$ cat src/rtl/raw10_unpack.sv
// RAW10 byte-stream unpacker: turns 4-byte CSI-2 beats into groups of four 10-bit pixels.
// Optional build macro RAW10_UNPACK_RAW8_EN adds a RAW8 (type 6'h2A) passthrough path.
module raw10_unpack #(
  parameter logic [5:0] RAW10_DT = 6'h2B
) (
  input  logic            mipi_clk,
  input  logic            resetn,
  input  logic [3:0][7:0] image_data,
  input  logic            image_data_enable,
  input  logic [5:0]      image_data_type,
  input  logic            frame_start,
  input  logic            line_start,
  output logic [3:0][9:0] raw,
  output logic            raw_enable,
  output logic            align_err,
  output logic [15:0]     group_count
);

  // Handshake: image_data is consumed in any cycle image_data_enable is high (no ready);
  // raw is valid for exactly the cycles raw_enable is high and the sink must take every one.

  logic            boundary;
  logic            accept_raw10;
  logic            accept_raw8;
  logic            emit;
  logic [2:0]      k_q;
  logic [2:0]      k_base;
  logic [2:0]      k_nxt;
  logic [3:0]      total;
  logic [63:0]     buf_q;
  logic [63:0]     buf_base;
  logic [63:0]     work;
  logic [63:0]     buf_nxt;
  logic [15:0]     gc_base;
  logic [15:0]     gc_inc;
  logic [3:0][9:0] group_pix;
`ifdef RAW10_UNPACK_RAW8_EN
  logic [3:0][9:0] raw8_pix;
`endif

  // Bytes above k in buf_q are always zero, so appending a beat is a shift-and-OR.
  always_comb begin
    boundary     = line_start | frame_start;
    accept_raw10 = image_data_enable && (image_data_type == RAW10_DT);
`ifdef RAW10_UNPACK_RAW8_EN
    accept_raw8  = image_data_enable && (image_data_type == 6'h2A) && !accept_raw10;
`else
    accept_raw8  = 1'b0;
`endif
    k_base   = boundary ? 3'd0 : k_q;
    buf_base = boundary ? 64'd0 : buf_q;
    work     = buf_base | ({32'd0, image_data} << {k_base, 3'b000});
    total    = {1'b0, k_base} + 4'd4;
    emit     = accept_raw10 && (total >= 4'd5);
    k_nxt    = emit ? 3'(total - 4'd5) : total[2:0];
    buf_nxt  = emit ? (work >> 40) : work;
    gc_base  = boundary ? 16'd0 : group_count;
    gc_inc   = (gc_base == 16'hFFFF) ? gc_base : gc_base + 16'd1;
    for (int i = 0; i < 4; i++) begin
      group_pix[i] = {work[8*i +: 8], work[32 + 2*i +: 2]};
    end
`ifdef RAW10_UNPACK_RAW8_EN
    for (int i = 0; i < 4; i++) begin
      raw8_pix[i] = {image_data[i], 2'b00};
    end
`endif
  end

  always_ff @(posedge mipi_clk) begin
    if (!resetn) begin
      k_q         <= 3'd0;
      buf_q       <= 64'd0;
      raw         <= '0;
      raw_enable  <= 1'b0;
      align_err   <= 1'b0;
      group_count <= 16'd0;
    end else begin
      raw_enable  <= 1'b0;
      align_err   <= boundary && (k_q != 3'd0);
      group_count <= gc_base;
      if (accept_raw10) begin
        k_q   <= k_nxt;
        buf_q <= buf_nxt;
      end else if (boundary) begin
        k_q   <= 3'd0;
        buf_q <= 64'd0;
      end
      if (emit) begin
        raw         <= group_pix;
        raw_enable  <= 1'b1;
        group_count <= gc_inc;
      end
`ifdef RAW10_UNPACK_RAW8_EN
      else if (accept_raw8) begin
        raw         <= raw8_pix;
        raw_enable  <= 1'b1;
        group_count <= gc_inc;
      end
`endif
    end
  end

endmodule

$ cat config.mk
export PLATFORM = sky130hd
export DESIGN_NAME = raw10_unpack
export DESIGN_NICKNAME = d
export VERILOG_FILES = /design/src/rtl/raw10_unpack.sv
export SDC_FILE = /design/constraint.sdc
export NUM_CORES = 1
export LEC_CHECK = 0
export BUFFER_PORTS_ARGS = -buffer_cell sky130_fd_sc_hd__buf_2
export CAP_MARGIN = 10
export CORE_AREA = 5 5 150 152
export DETAILED_ROUTE_END_ITERATION = 12
export DIE_AREA = 0 0 155 157
export HOLD_SLACK_MARGIN = 0.03
export PLACE_DENSITY = 0.49
export SETUP_SLACK_MARGIN = 0.15
export SYNTH_ARGS = -nofsm -noshare
export SYNTH_HDL_FRONTEND = slang
export SYNTH_SLANG_ARGS = --single-unit
$ cat constraint.sdc
create_clock -name mipi_clk -period 5.3 [get_ports mipi_clk]
set_clock_uncertainty 0.15 [all_clocks]
set_input_delay 0.265 -clock mipi_clk [delete_from_list [all_inputs] [get_ports mipi_clk]]
set_output_delay 0.265 -clock mipi_clk [all_outputs]
set_load 0.005 [all_outputs]
* Word-level counts from Yosys, hierarchy flattened
Cells that the tools add are included.
Word-level totals: register bits 125, input port bits 43, word-level logic and storage cells 32, output and inout port bits 58
Operators by class: muxes and demuxes 10, reduce and logical (&&, ||, !) cells 4, bitwise operators 2, eq/ne operators 2, shift-type cells 1, add/subtract/negate cells 3, $lt $le $gt $ge 1
Operator list (number):
- 2-to-1 mux 64 bit | 3
- OR 64 bit | 1
- << shifter 32 x 6 -> 64 bit | 1
- 2-to-1 mux 16 bit | 3
- adder 16 x 1 -> 16 bit (second input constant) | 1
- equality test 16 bit (second input constant) | 1
- 2-to-1 mux 3 bit | 3
- equality test 6 bit (second input constant) | 1
- adder 3 x 3 -> 4 bit (second input constant) | 1
- greater-or-equal comparator 4 x 3 -> 1 bit (second input constant) | 1
- logical AND 1 bit | 3
- nonzero test 3 bit | 1
- subtractor 3 bit (second input constant) | 1
- 2-to-1 mux 1 bit | 1
- OR 1 bit | 1

* Depth between registers and ports, before layout
depth after elaboration 7, depth in mapped cells 11, depth with buffers taken out 8

* Worst setup path before layout
OpenSTA, ideal clock, no wires.
path type register to register, start point register k_q[0], end point register group_count[5], data required time 5.080 ns, path slack 2.682 ns, path buffers 3, stages on the path, launching flop included 10, clock period less this slack 2.618 ns, data arrival time 2.398 ns, setup time 0.070 ns, cells stage by stage dfxtp_1 -> buf_2 -> nor3b_1 -> buf_2 -> buf_1 -> ha_1 -> a21o_1 -> nand3_1 -> or4_1 -> a21oi_1
Between the ends: cells in the longest elaborated chain, start to end 5
RTL lines:
- from (decl) | RTL line 26 | logic [2:0] k_q;
- from (signal assigned) | RTL line 82 | k_q <= k_nxt;
- 2-to-1 mux 3 bit
- adder 3 x 3 -> 4 bit | RTL line 53 | total = {1'b0, k_base} + 4'd4;
- greater-or-equal comparator 4 x 3 -> 1 bit | RTL line 54 | emit = accept_raw10 && (total >= 4'd5);
- logical AND 1 bit | RTL line 54
- 2-to-1 mux 16 bit | RTL line 88 | if (emit) begin
- to (signal assigned) | RTL line 80 | group_count <= gc_base;
- to (signal assigned) | RTL line 91 | group_count <= gc_inc;
- to (decl) | RTL line 16 | output logic [15:0] group_count
No other way between the ends. A chain may end at the register's enable or synchronous reset.

* Final worst setup path
start point register k_q[1], end point register buf_q[52]
Between the ends: cells in the longest elaborated chain, start to end 6, elaborated cells on any way between the ends 8, those cells by class add/sub (1); order compare (1); shift (1); mux (3); bitwise (1); reduce/logical (1)
RTL lines:
- 2-to-1 mux 3 bit *
- adder 3 x 3 -> 4 bit | RTL line 53
- greater-or-equal comparator 4 x 3 -> 1 bit | RTL line 54
- logical AND 1 bit | RTL line 54
- 2-to-1 mux 64 bit * | RTL line 56 | buf_nxt = emit ? (work >> 40) : work;
- 2-to-1 mux 64 bit * | RTL line 81 | if (accept_raw10) begin
- to (signal assigned) | RTL line 83 | buf_q <= buf_nxt;
- to (decl) | RTL line 30 | logic [63:0] buf_q;
Every way passes the cells marked *; elsewhere a longest branch is shown, timed or not.

==> flow_summary.yaml <==
status:
  status: "completed"
clocking:
  holdBufCountCts: 0
  cts-root-buf: "clkbuf_16"
  cts-resized-gates: 0
  cts_max_level: 4
  cts_made_buffers: 17
  clk_pin_slew_ns: 0.05
  postCtsSetupRepairBufs: 0
  cts.sinks: 125
  cts_buffer_depth: 2
  cts_tree: "yes"
  insertion_delay_ns: 0.42
yosys:
  post-synth-top-count-cell: "dfxtp_1"
  yosys-top-cells-area: "dfxtp_1, nor2_1, a21oi_1, o21ai_0, nand2_1"
  ys_types: 63
  syn_area_per_cell_um2: 8.20
  syn_area_um2: 6200
  yosysWarnings: 0
  synth_edf_count: 0
  ys_seq_area_share_pct: 40.4
  yosysTopAreaCell: "dfxtp_1"
  synth_nets: 802
  ys.flop_type: "dfxtp_1"
  synthCells: 756
  yosys.area.top_type_share_pct: 40.4
  synth_common_cells: "dfxtp_1, nor2_1, nand2_1"
  postSynth.asyncResetShare_pct: 0
  synth_seq_cells: 125
floorplan:
  start_util_pct: 29.7
  ios: 101
  core_area_um2: 20900
  dieWidth_um: 155
  die_h_um: 157
  row_count: 53
  die_area_um2: 24300
power_and_ir_drop:
  vdd_ir_drop_max_mv: 0.215
  p_leak_nw: 2.85
  powerDensity_nw_per_um2: 296
routing:
  drtIter0Drc: 574
  via_per_inst: 5.61
  postRouteAntennaNets: 0
  wl_per_cell_um: 20.0
  wl_mm: 22.4
  drt_first_pass_iters: 6
  drc_errors: 0
  vias: 6276
global_route:
  grt_pass1_vias: 6002
  antenna_found_initial: 0
  grt_overflow: 0
  grt_pass1_wl_mm: 34.9
  grt_max_degree: 46
  grtUsageTotal_pct: 18.2
cells_and_area:
  fin_nets: 879
  drive_gt1_share_pct: 20.3
  fill_cells: 2208
  n_antenna_cell: 0
  syn_to_final_growth_pct: 21.9
  final_area_um2: 7550
  regArea_um2: 2500
  multi_input_area_um2: 3430
sta:
  worst_pin_slew_ns: 1.19
  rsz0062_at_grt: "no"
  fin_crit_ns: 3.06
  relSlewSlack_pct: 20.3
  setup_viol: 0
  hold_viol: 0
  fin_setup_tns_ns: 0
  period_share_pct: 57.8
  slew_viol_final: 0
  max_freq_mhz: 326
critical_path:
  crit_arrival_ns: 3.24
  cp-end-kind: "register"
  start_kind: "register"
  cp.required_ns: 5.47
  cp_max_fo: 25
  critPathKind: "reg2reg"
run:
  drv_cap: 0
placement:
  place_congestion: 0.857
  dp_hpwl_mm: 15.4
  placed_area_um2: 6960
  io_buffers: 100
worst_hold_path:
  hold_class: "in2reg"
[area by class of cell]
type                       instances  area share, %
clock inverter                     5           1.06
sequential                       125           33.1
tap                              275           4.55
clock buffer                      25           6.82
multi-input combinational        560           45.4
inverter                          10          0.497
timing repair buffer             119           8.51
[state kept, by name (all words and copies together), names as in the netlist]
signal       cells
k_q              3
raw_enable       1
raw             40
group_count     16
align_err        1
buf_q           64
[cell usage in the layout, fill, tap and decap left out, drive strengths merged, types with 9 or more instances in the layout]
| cell type | n |
|---|---|
| a21oi | 57 |
| a221oi | 21 |
| a22oi | 25 |
| a31oi | 17 |
| a32oi | 13 |
| buf | 119 |
| clkbuf | 25 |
| dfxtp | 125 |
| mux2 | 9 |
| mux2i | 23 |
| nand2 | 66 |
| nand3 | 24 |
| nor2 | 89 |
| nor3 | 20 |
| nor3b | 9 |
| o21ai | 57 |
| o22ai | 12 |
[per-stage QoR]
stage / worst slack [ns] / hold WS [ns] / total power, W / instances / utilization, %
after floorplan: 2.68 / 0.277 / 0.00101 / 756 / -
after global placement: 2.28 / 0.289 / 0.00107 / 1089 / 33.3
after detailed placement: 2.24 / 0.295 / 0.00107 / 1089 / 33.3
after CTS: 2.22 / 0.0718 / 0.00226 / 1119 / 36.2
after global routing: 1.95 / 0.107 / 0.00231 / 1119 / 36.2
final: 2.24 / 0.0955 / 0.00224 / 1119 / 36.2
[worst max-delay path, stage by stage, from the launching register on]
cell     delay (ns)
dfxtp_1        0.30
buf_4          0.27
nor3b_2        0.28
inv_2          0.16
ha_1           0.27
a21o_1         0.23
nand2_1        0.18
buf_4          0.25
nand2_1        0.52
nor3b_1        0.36
[layer usage]
layer,wire (um),global-route usage (%)
met5,0,0
met4,605,6.60
met3,1770,3.74
met2,9490,27.0
met1,10500,26.0
[final timing paths]
check,end,cells past startpoint,slack (ns),from
setup / recovery,buf_q[52]$_SDFF_PN0_,9,2.24,k_q[1]$_SDFF_PN0_
hold / removal,raw[5]$_SDFFE_PN0P_,3,0.1,image_data[3]
setup reg to reg,buf_q[52]$_SDFF_PN0_,9,2.24,k_q[1]$_SDFF_PN0_
hold reg to reg,raw[17]$_SDFFE_PN0P_,2,0.30,raw[17]$_SDFFE_PN0P_
[kinds of logic after synthesis]
kind of cell,count (synthesis),share of synthesized area (%)
adders and majority gates,3,0.606
buffers and inverters,71,4.58
DFF,125,40.4
muxes,32,5.35
xor gates and xnor gates,1,0.141
and+or+nand+nor,257,19.6
AOI/OAI and AO/OA,267,29.4
[power breakdown]
| part | internal [W] | leakage, nW | total, W | switching [W] |
|---|---|---|---|---|
| clock | 0.000762 | 0.287 | 0.00118 | 0.000422 |
| combinational | 0.0000294 | 1.55 | 0.000114 | 0.0000842 |
| sequential | 0.000941 | 1.01 | 0.000941 | 0.000000261 |
| total | 0.00173 | 2.85 | 0.00224 | 0.000506 |
Note: power is estimated with default switching activity, not from simulation.
